**src/rtl/instruction_encoder.sv**
```systemverilog
// Packs decoded RV32I fields plus a full 32-bit immediate into an instruction word,
// behind a one-deep registered output stage. Optional macro ENCODER_ERROR_NOP_EN forces NOP on range errors.
module instruction_encoder #(
  parameter int ADDR_WIDTH  = 8,
  parameter int COUNT_WIDTH = 8
) (
  input  logic                   clock,
  input  logic                   reset_n,
  input  logic                   in_valid,
  output logic                   in_ready,
  input  logic [2:0]             format,
  input  logic [6:0]             opcode,
  input  logic [4:0]             rd,
  input  logic [4:0]             rs1,
  input  logic [4:0]             rs2,
  input  logic [2:0]             funct3,
  input  logic [6:0]             funct7,
  input  logic [31:0]            immediate,
  output logic                   out_valid,
  input  logic                   out_ready,
  output logic [31:0]            out_instruction,
  output logic [ADDR_WIDTH-1:0]  out_address,
  output logic                   range_error,
  output logic [COUNT_WIDTH-1:0] error_count
);

  typedef enum logic [2:0] {
    FMT_R    = 3'd0,
    FMT_I    = 3'd1,
    FMT_S    = 3'd2,
    FMT_B    = 3'd3,
    FMT_U    = 3'd4,
    FMT_J    = 3'd5,
    FMT_BAD6 = 3'd6,
    FMT_BAD7 = 3'd7
  } format_e;

  localparam logic [31:0]            NOP_WORD  = 32'h00000013;
  localparam logic [ADDR_WIDTH-1:0]  ADDR_ONE  = ADDR_WIDTH'(1);
  localparam logic [COUNT_WIDTH-1:0] COUNT_ONE = COUNT_WIDTH'(1);

  format_e                w_format;
  logic                   w_fits12;
  logic                   w_fits13;
  logic                   w_fits21;
  logic [31:0]            w_packed;
  logic [31:0]            w_encoded;
  logic                   w_rangeErr;
  logic                   w_inFire;
  logic                   w_outFire;

  logic                   r_outValid;
  logic [31:0]            r_instruction;
  logic [ADDR_WIDTH-1:0]  r_address;
  logic                   r_rangeErr;
  logic [COUNT_WIDTH-1:0] r_errorCount;

  assign w_format = format_e'(format);

  // A value fits an N-bit signed slot when every bit above the sign bit copies it.
  assign w_fits12 = (&immediate[31:11]) | ~(|immediate[31:11]);
  assign w_fits13 = (&immediate[31:12]) | ~(|immediate[31:12]);
  assign w_fits21 = (&immediate[31:20]) | ~(|immediate[31:20]);

  always_comb begin
    w_packed   = NOP_WORD;
    w_rangeErr = 1'b0;
    unique case (w_format)
      FMT_R: begin
        w_packed = {funct7, rs2, rs1, funct3, rd, opcode};
      end
      FMT_I: begin
        w_packed   = {immediate[11:0], rs1, funct3, rd, opcode};
        w_rangeErr = ~w_fits12;
      end
      FMT_S: begin
        w_packed   = {immediate[11:5], rs2, rs1, funct3, immediate[4:0], opcode};
        w_rangeErr = ~w_fits12;
      end
      FMT_B: begin
        w_packed   = {immediate[12], immediate[10:5], rs2, rs1, funct3,
                      immediate[4:1], immediate[11], opcode};
        w_rangeErr = ~w_fits13 | immediate[0];
      end
      FMT_U: begin
        w_packed   = {immediate[31:12], rd, opcode};
        w_rangeErr = |immediate[11:0];
      end
      FMT_J: begin
        w_packed   = {immediate[20], immediate[10:1], immediate[11],
                      immediate[19:12], rd, opcode};
        w_rangeErr = ~w_fits21 | immediate[0];
      end
      FMT_BAD6, FMT_BAD7: begin
        w_packed   = NOP_WORD;
        w_rangeErr = 1'b1;
      end
      default: begin
        w_packed   = NOP_WORD;
        w_rangeErr = 1'b1;
      end
    endcase
  end

`ifdef ENCODER_ERROR_NOP_EN
  assign w_encoded = w_rangeErr ? NOP_WORD : w_packed;
`else
  assign w_encoded = w_packed;
`endif

  assign in_ready  = ~r_outValid | out_ready;
  assign w_inFire  = in_valid & in_ready;
  assign w_outFire = r_outValid & out_ready;

  // Output stage: a new beat may load in the same cycle the old one drains.
  always_ff @(posedge clock or negedge reset_n) begin
    if (!reset_n) begin
      r_outValid    <= 1'b0;
      r_instruction <= '0;
      r_address     <= '0;
      r_rangeErr    <= 1'b0;
      r_errorCount  <= '0;
    end else begin
      if (w_inFire) begin
        r_outValid    <= 1'b1;
        r_instruction <= w_encoded;
        r_rangeErr    <= w_rangeErr;
      end else if (w_outFire) begin
        r_outValid <= 1'b0;
      end
      if (w_outFire) begin
        r_address <= r_address + ADDR_ONE;
      end
      if (w_inFire && w_rangeErr && (r_errorCount != '1)) begin
        r_errorCount <= r_errorCount + COUNT_ONE;
      end
    end
  end

  assign out_valid       = r_outValid;
  assign out_instruction = r_instruction;
  assign out_address     = r_address;
  assign range_error     = r_rangeErr;
  assign error_count     = r_errorCount;

endmodule

```
**config.mk**
```make
export PLATFORM = sky130hd
export DESIGN_NAME = instruction_encoder
export DESIGN_NICKNAME = d
export VERILOG_FILES = /design/src/rtl/instruction_encoder.sv
export SDC_FILE = /design/constraint.sdc
export NUM_CORES = 1
export LEC_CHECK = 0
export ABC_CLOCK_PERIOD_IN_PS = 2400
export BUFFER_PORTS_ARGS = -buffer_cell sky130_fd_sc_hd__buf_2
export CORE_AREA = 3 3 77 79
export DETAILED_ROUTE_END_ITERATION = 10
export DIE_AREA = 0 0 80 82
export GPL_ROUTABILITY_DRIVEN = 0
export PLACE_DENSITY_LB_ADDON = 0.15
export RECOVER_POWER = 100
export SYNTH_ARGS = -nofsm -noshare
export SYNTH_HDL_FRONTEND = slang
export SYNTH_SLANG_ARGS = --single-unit
```
**constraint.sdc**
```tcl
create_clock -name clock -period 2.4 [get_ports clock]
set_input_delay 0 -clock clock [delete_from_list [all_inputs] [get_ports clock]]
set_output_delay 0 -clock clock [all_outputs]
set_load 0.03 [all_outputs]
```
After elaboration in Yosys (flattened, before gate mapping)
Index checks and enable logic that the tools add are counted.

Output and inout port bits: 51. Word-level logic and storage cells: 47. Bits in registers: 50. Input bits: 71.

Bitwise gates (word level): 15. $add $sub $neg: 2. Multiplexer cells: 4. Reductions and logical operators: 13. Equal/unequal tests: 8.

Operators by type and width (number): 32-bit one-hot mux with 7 select lines (1); 12-bit OR reduction (2); 21-bit AND reduction (1); 21-bit OR reduction (1); 20-bit AND reduction (1); 20-bit OR reduction (1); 8-bit by 1-bit adder with 8-bit output, second input constant (2); 3-bit equality test, second input constant (4); 12-bit AND reduction (1); 8-bit != test, second input constant (1); 1-bit NOT (7); 3-bit by 2-bit equality test with 1-bit output, second input constant (2); 1-bit bitwise OR (6); 1-bit one-hot mux with 5 select lines (1); 2-bit OR reduction (2); 3-bit by 1-bit equality test with 1-bit output, second input constant (1); 3-bit logical NOT (1); 1-bit AND (2); 1-bit logical AND (2); 1-bit 2-to-1 mux (2); 2-bit nonzero test (1).

Depth between registers and ports, before layout
Word-level depth: 8. Depth in mapped cells: 8. Depth with buffers taken out: 6.

Worst setup path before layout
Ideal clock, no wire load.

Kind: reg2reg. From: reg r_outValid (netlist: out_valid). To: reg r_errorCount[1] (netlist: error_count[1]). Slack: 412 ps. Stages on the path, launching flop included: 7. Data required time: 2275 ps. Clock period less this slack: 1988 ps. Library setup time: 125 ps. Buffers on the path: 0. Data arrival time: 1863 ps. Cells stage by stage: dfrtp_1 -> nand2b_1 -> nand2_1 -> nor2_1 -> o21ai_1 -> a21oi_2 -> mux2_4.

Longest elaborated chain between the ends: 5.

RTL lines: start, declared (line 52) `logic r_outValid;`; start signal, assigned (line 118) `r_outValid <= 1'b0;`; start signal, assigned (line 125) `r_outValid <= 1'b1;`; start signal, assigned (line 129) `r_outValid <= 1'b0;`; 1-bit NOT (line 111) `assign in_ready = ~r_outValid | out_ready;`; 1-bit bitwise OR (line 111); net in_ready (line 10) `output logic in_ready,`; 1-bit AND (line 112) `assign w_inFire = in_valid & in_ready;`; 1-bit logical AND (2 in a row) (line 134) `if (w_inFire && w_rangeErr && (r_errorCount != '1)) begin`; end signal, assigned (line 135) `r_errorCount <= r_errorCount + COUNT_ONE;`; end, declared (line 56) `logic [COUNT_WIDTH-1:0] r_errorCount;`.

The timed path passes the listed nets, and every way through them passes these cells. A chain may end at the register's enable or synchronous reset.

Final worst setup path
From: reg r_outValid (netlist: out_valid). To: reg r_rangeErr (netlist: range_error).

Longest elaborated chain between the ends: 3.

RTL lines: 1-bit NOT (line 111); 1-bit bitwise OR (line 111); 1-bit AND (line 112); end signal, assigned (line 127) `r_rangeErr <= w_rangeErr;`; end, declared (line 55) `logic r_rangeErr;`.

No other way between the ends.

==> reports/metrics.sh <==
CP-END-KIND='register'
NUMCLOCKSINKS=50
SYNTHADDERAREAFRAC_PCT=0.937
STARTPOINT_TYPE='register'
CHIPHEIGHT_UM=82
CLKSLEWWORSTSETUPHOLDPATHS_NS=0.10
CLOCKBUFFERDEPTH=2
GLOBAL_ROUTE_MET2_UTILIZATION_PCT=40.3
POST_DRT_VIA_CELL_RATIO=5.56
COUNT_OF_INPUT_AND_OUTPUT_BUFFERS=121
IR_WORST_VDD_uV=507
DIODES=0
ROUTE.DETAILED.WL_PER_INST_UM=15.9
NETSWITCHINGFRACTION_PCT=41.1
ROUTE.FINAL.WIRE_LENGTH_MM=7.98
SYN_AVG_CELL_AREA_UM2=9.43
GLOBAL_ROUTE.USAGE.TOTAL_PCT=24.1
SYNTH_NETS=356
CTS_MADE_BUFFERS=5
TIMING.CRITICAL_PATH.BUF_INV=2
SYNTH_TOP_FLOP_CELL='dfrtp_1'
FIN_AREA_UM2=3660
SYNTH_AREA_UM2=2670
POWER_DENSITY_nW_PER_UM2=757
YS.WARNINGS.COUNT=0
MAX_FREQ_MHz=501
SYNTH_TOP_FAMILY_BY_AREA='compound AO/OA/AOI/OAI gates'
ARRIVAL_NS=2.23
MET3_RESOURCE_USE_GR_PCT=5.48
DR.PASS1.ITERS=4
WIRE_LENGTH_OF_THE_FIRST_GLOBAL_ROUTING_PASS_MM=12.4
ROOT_BUFFER_MASTER='clkbuf_8'
ASYNC_RESET_FF_SHARE_PCT=100
SYNTH-EDFF-COUNT=0
FINAL_CORE_UTILIZATION_PCT=67.8
MAX-SLEW-MARGIN-REL_PCT=18.4
AREA_GROWTH_SYN_TO_LAYOUT_PCT=37.3
GRT_MAX_DEGREE=51
FINALMAXSLEWVIOLATIONS=0
TIMING_WORST_SETUP_PATH_TYPE='register to register'
SEQ_CELLS_POST_SYNTH=50
DP.FINAL_HPWL_MM=5.72
DIE_W_UM=80
NETLIST_INSTANCES=283
GLOBALROUTE.TOTALOVERFLOW=0
SYNTHDISTINCTLIBCELLS=40
CRITPATHMAXFANOUT=21
FINALSETUPVIOLATIONS=0
WORST-SLEW-PIN-TRANSITION_NS=1.22
YOSYS.AREA_SHARE.SIMPLE_PCT=19.0
FINAL_MIN_PERIOD_OVER_CLOCK_PERIOD_PCT=83.2
CLOCK_POWER_SHARE_PCT=21.6
FIRST_ITER_VIOLATIONS=183
DRT_DRC_VIOLATIONS_LEFT=0
CRITPATHMAXSTAGEDELAY_NS=0.67
FRACTION_OF_FINAL_LAYOUT_CELLS_SIZED_BEYOND_DRIVE_STRENGTH_1_PCT=22.0
GR-MAX-USAGE-LAYER='met2'
OUTCOME='complete, no violations'
ROUTE.ANTENNA.REMAINING_NETS=0
DESIGN.FINAL.NETS=503
ROWS=27
TIMING.HOLD.WORST.CLASS='input port to register'
YOSYSSEQAREASHARE_PCT=46.9
POSTCTSRESIZEDCELLS=0
WORSTPATHCELLLIST='nand2b_1 -> and2_0 -> clkbuf_1 -> buf_4 -> nor2_1 -> a31oi_1'
POST_SYNTH_XOR_AREA_FRACTION_PCT=4.59
TOTALNEGATIVESETUPSLACK_NS=0
ANTENNA_FOUND_INITIAL=0
INITIAL_CORE_UTIL_PCT=49.4
REQUIRED_TIME_OF_THE_CRITICAL_PATH_NS=2.63
CELLINTERNALPOWER_mW=1.63
CLOCK_INSERTION_DELAY_WORST_SKEW_NS=0.30
CORE-AREA_UM2=5410
H-TREE-DEPTH=2
P_LEAK_nW=1.60
CLOCK-SKEW-FINAL_NS=0.00849
DPL-INSTANCE-AREA_UM2=3340
GRTUSAGEMET1_PCT=31.8
MAX-CAP-VIOLATIONS=0
POWER.COMBINATIONAL.FRACTION_PCT=36.0
POST_CTS_BUFFERS=0
STANDARD_CELL_WITH_THE_MAXIMUM_STAGE_DELAY_ON_THE_CRITICAL_PATH='clkbuf_1'
DIE-AREA_UM2=6560
TOP_LEVEL_PORTS=122
CTS_TREE='built'
POST_SYNTHESIS_COMPOUND_GATE_AREA_FRACTION_PCT=22.7
TOTALPOWERFINAL_mW=2.77
NUM-FILL-CELLS=487
RSZ0062_AT_GRT='false'
FINAL-HOLD-VIOLATION-COUNT=0
MUX_CELL_AREA_SHARE_AFTER_SYNTHESIS_PCT=2.30
FINAL.MIN_CLOCK_PERIOD_NS=2.00
NUM_VIAS=2798
SWITCHING_POWER_SUMMED_OVER_ALL_NETS_mW=1.14
CRITICAL_PATH.TOP_DELAY_FAMILY='buffers and inverters'
POWER_FRAC_SEQ_PCT=42.4
VIA_COUNT_OF_THE_FIRST_GLOBAL_ROUTING_PASS=2663
[what timing repair did]
| action | in CTS | in global routing |
|---|---|---|
| hold buffers | 29 | 0 |
| setup endpoints to repair | 0 | 0 |
| hold endpoints to repair | 73 | 0 |
[worst paths after layout]
kind,start,endpoint,slack [ns],depth (start not counted)
max reg2reg,out_valid$_DFFE_PN0P_,range_error$_DFFE_PN0P_,0.40,6
min in group asynchronous,reset_n,out_address[7]$_DFFE_PN0P_,0.55,3
max,out_valid$_DFFE_PN0P_,range_error$_DFFE_PN0P_,0.40,6
max in group asynchronous,reset_n,out_instruction[22]$_DFFE_PN0P_,1.10,3
min,rs2[0],out_instruction[20]$_DFFE_PN0P_,0.004,3
min reg2reg,out_address[7]$_DFFE_PN0P_,out_address[7]$_DFFE_PN0P_,0.48,1
[synthesized netlist by cell type (2+ instances only)]
library cell / instances / share of area [%]
nor3_1: 2 / 0.37
inv_1: 4 / 0.56
o21a_1: 6 / 1.7
ha_1: 2 / 0.94
o21ai_1: 3 / 0.56
xor2_1: 8 / 2.6
nand4_1: 7 / 1.6
clkbuf_1: 12 / 1.7
a221oi_1: 13 / 4.3
buf_2: 2 / 0.37
xnor2_1: 6 / 2.0
nor4_1: 9 / 2.1
a2111oi_2: 2 / 1.1
nand2b_1: 3 / 0.70
a21oi_1: 12 / 2.2
nor2_1: 41 / 5.8
a22oi_1: 16 / 4.5
mux2i_1: 2 / 0.75
mux2_4: 2 / 1.1
nand2_1: 29 / 4.1
dfrtp_1: 50 / 47
a211oi_1: 5 / 1.4
o21ai_0: 11 / 2.1
nor2_4: 2 / 0.84
nand3_1: 14 / 2.6
o221ai_1: 6 / 2.0
[flip-flops by register name (all words and copies together) (netlist names)]
| register | flops |
|---|---|
| error_count | 8 |
| out_valid | 1 |
| range_error | 1 |
| out_instruction | 32 |
| out_address | 8 |
[power by group through the flow]
stage | Clock [mW] | Sequential, mW | Combinational (mW)
after floorplan | 0 | 1.51 | 0.328
after global placement | 0 | 1.18 | 1.01
after detailed placement | 0 | 1.19 | 1.03
after CTS | 0.611 | 1.17 | 1.07
after global routing | 0.645 | 1.21 | 1.09
final | 0.599 | 1.18 | 0.998
[layout by cell type (no fill, tap or decap), drive strengths merged, types with 8 or more instances in the layout]
cell	count
buf	74
clkbuf	58
dfrtp	50
nor2	43
nand2	29
dlygate4sd3	29
a22oi	16
nand3	14
o21ai	14
a221oi	13
a21oi	13
nor4	9
xor2	8
[per-stage QoR]
stage               hold WS [ns]  std cells  setup slack [ns]
finish                   0.00373        503             0.404
global route             0.00389        503             0.243
CTS                      0.00178        503             0.559
detailed placement         0.143        466             0.475
global placement           0.150        466             0.472
floorplan                 -0.296        283             0.412
[worst reg2reg max path, stage by stage (launching register included)]
cell and delay, ns:
dfrtp_1 0.42, nand2b_1 0.14, and2_0 0.14, clkbuf_1 0.67
buf_4 0.34, nor2_1 0.07, a31oi_1 0.15
[cell families after synthesis]
logic type | after synthesis
simple gates | 110
compound gates | 80
flops | 50
buf+inv | 22
xor+xnor | 14
mux | 5
fa+ha+maj | 2
[layer usage]
| metal | share of wire [%] | vias to the layer above |
|---|---|---|
| met1 | 43 | 1330 |
| li1 | - | 1337 |
| met3 | 7.9 | 11 |
| met2 | 47 | 120 |
| met4 | 1.3 | 0 |
| met5 | 0 | - |
[layout make-up]
type	count	area, um2	share of cell area [%]
well taps	72	90.1	2.46
multi-input cells	211	1310	35.8
inverters	6	25.0	0.683
clock inverters	3	45.0	1.23
flip-flops and latches	50	1250	34.1
clock buffers	5	68.8	1.88
repair buffers	156	871	23.8
Note: power is estimated with default switching activity, not from simulation.
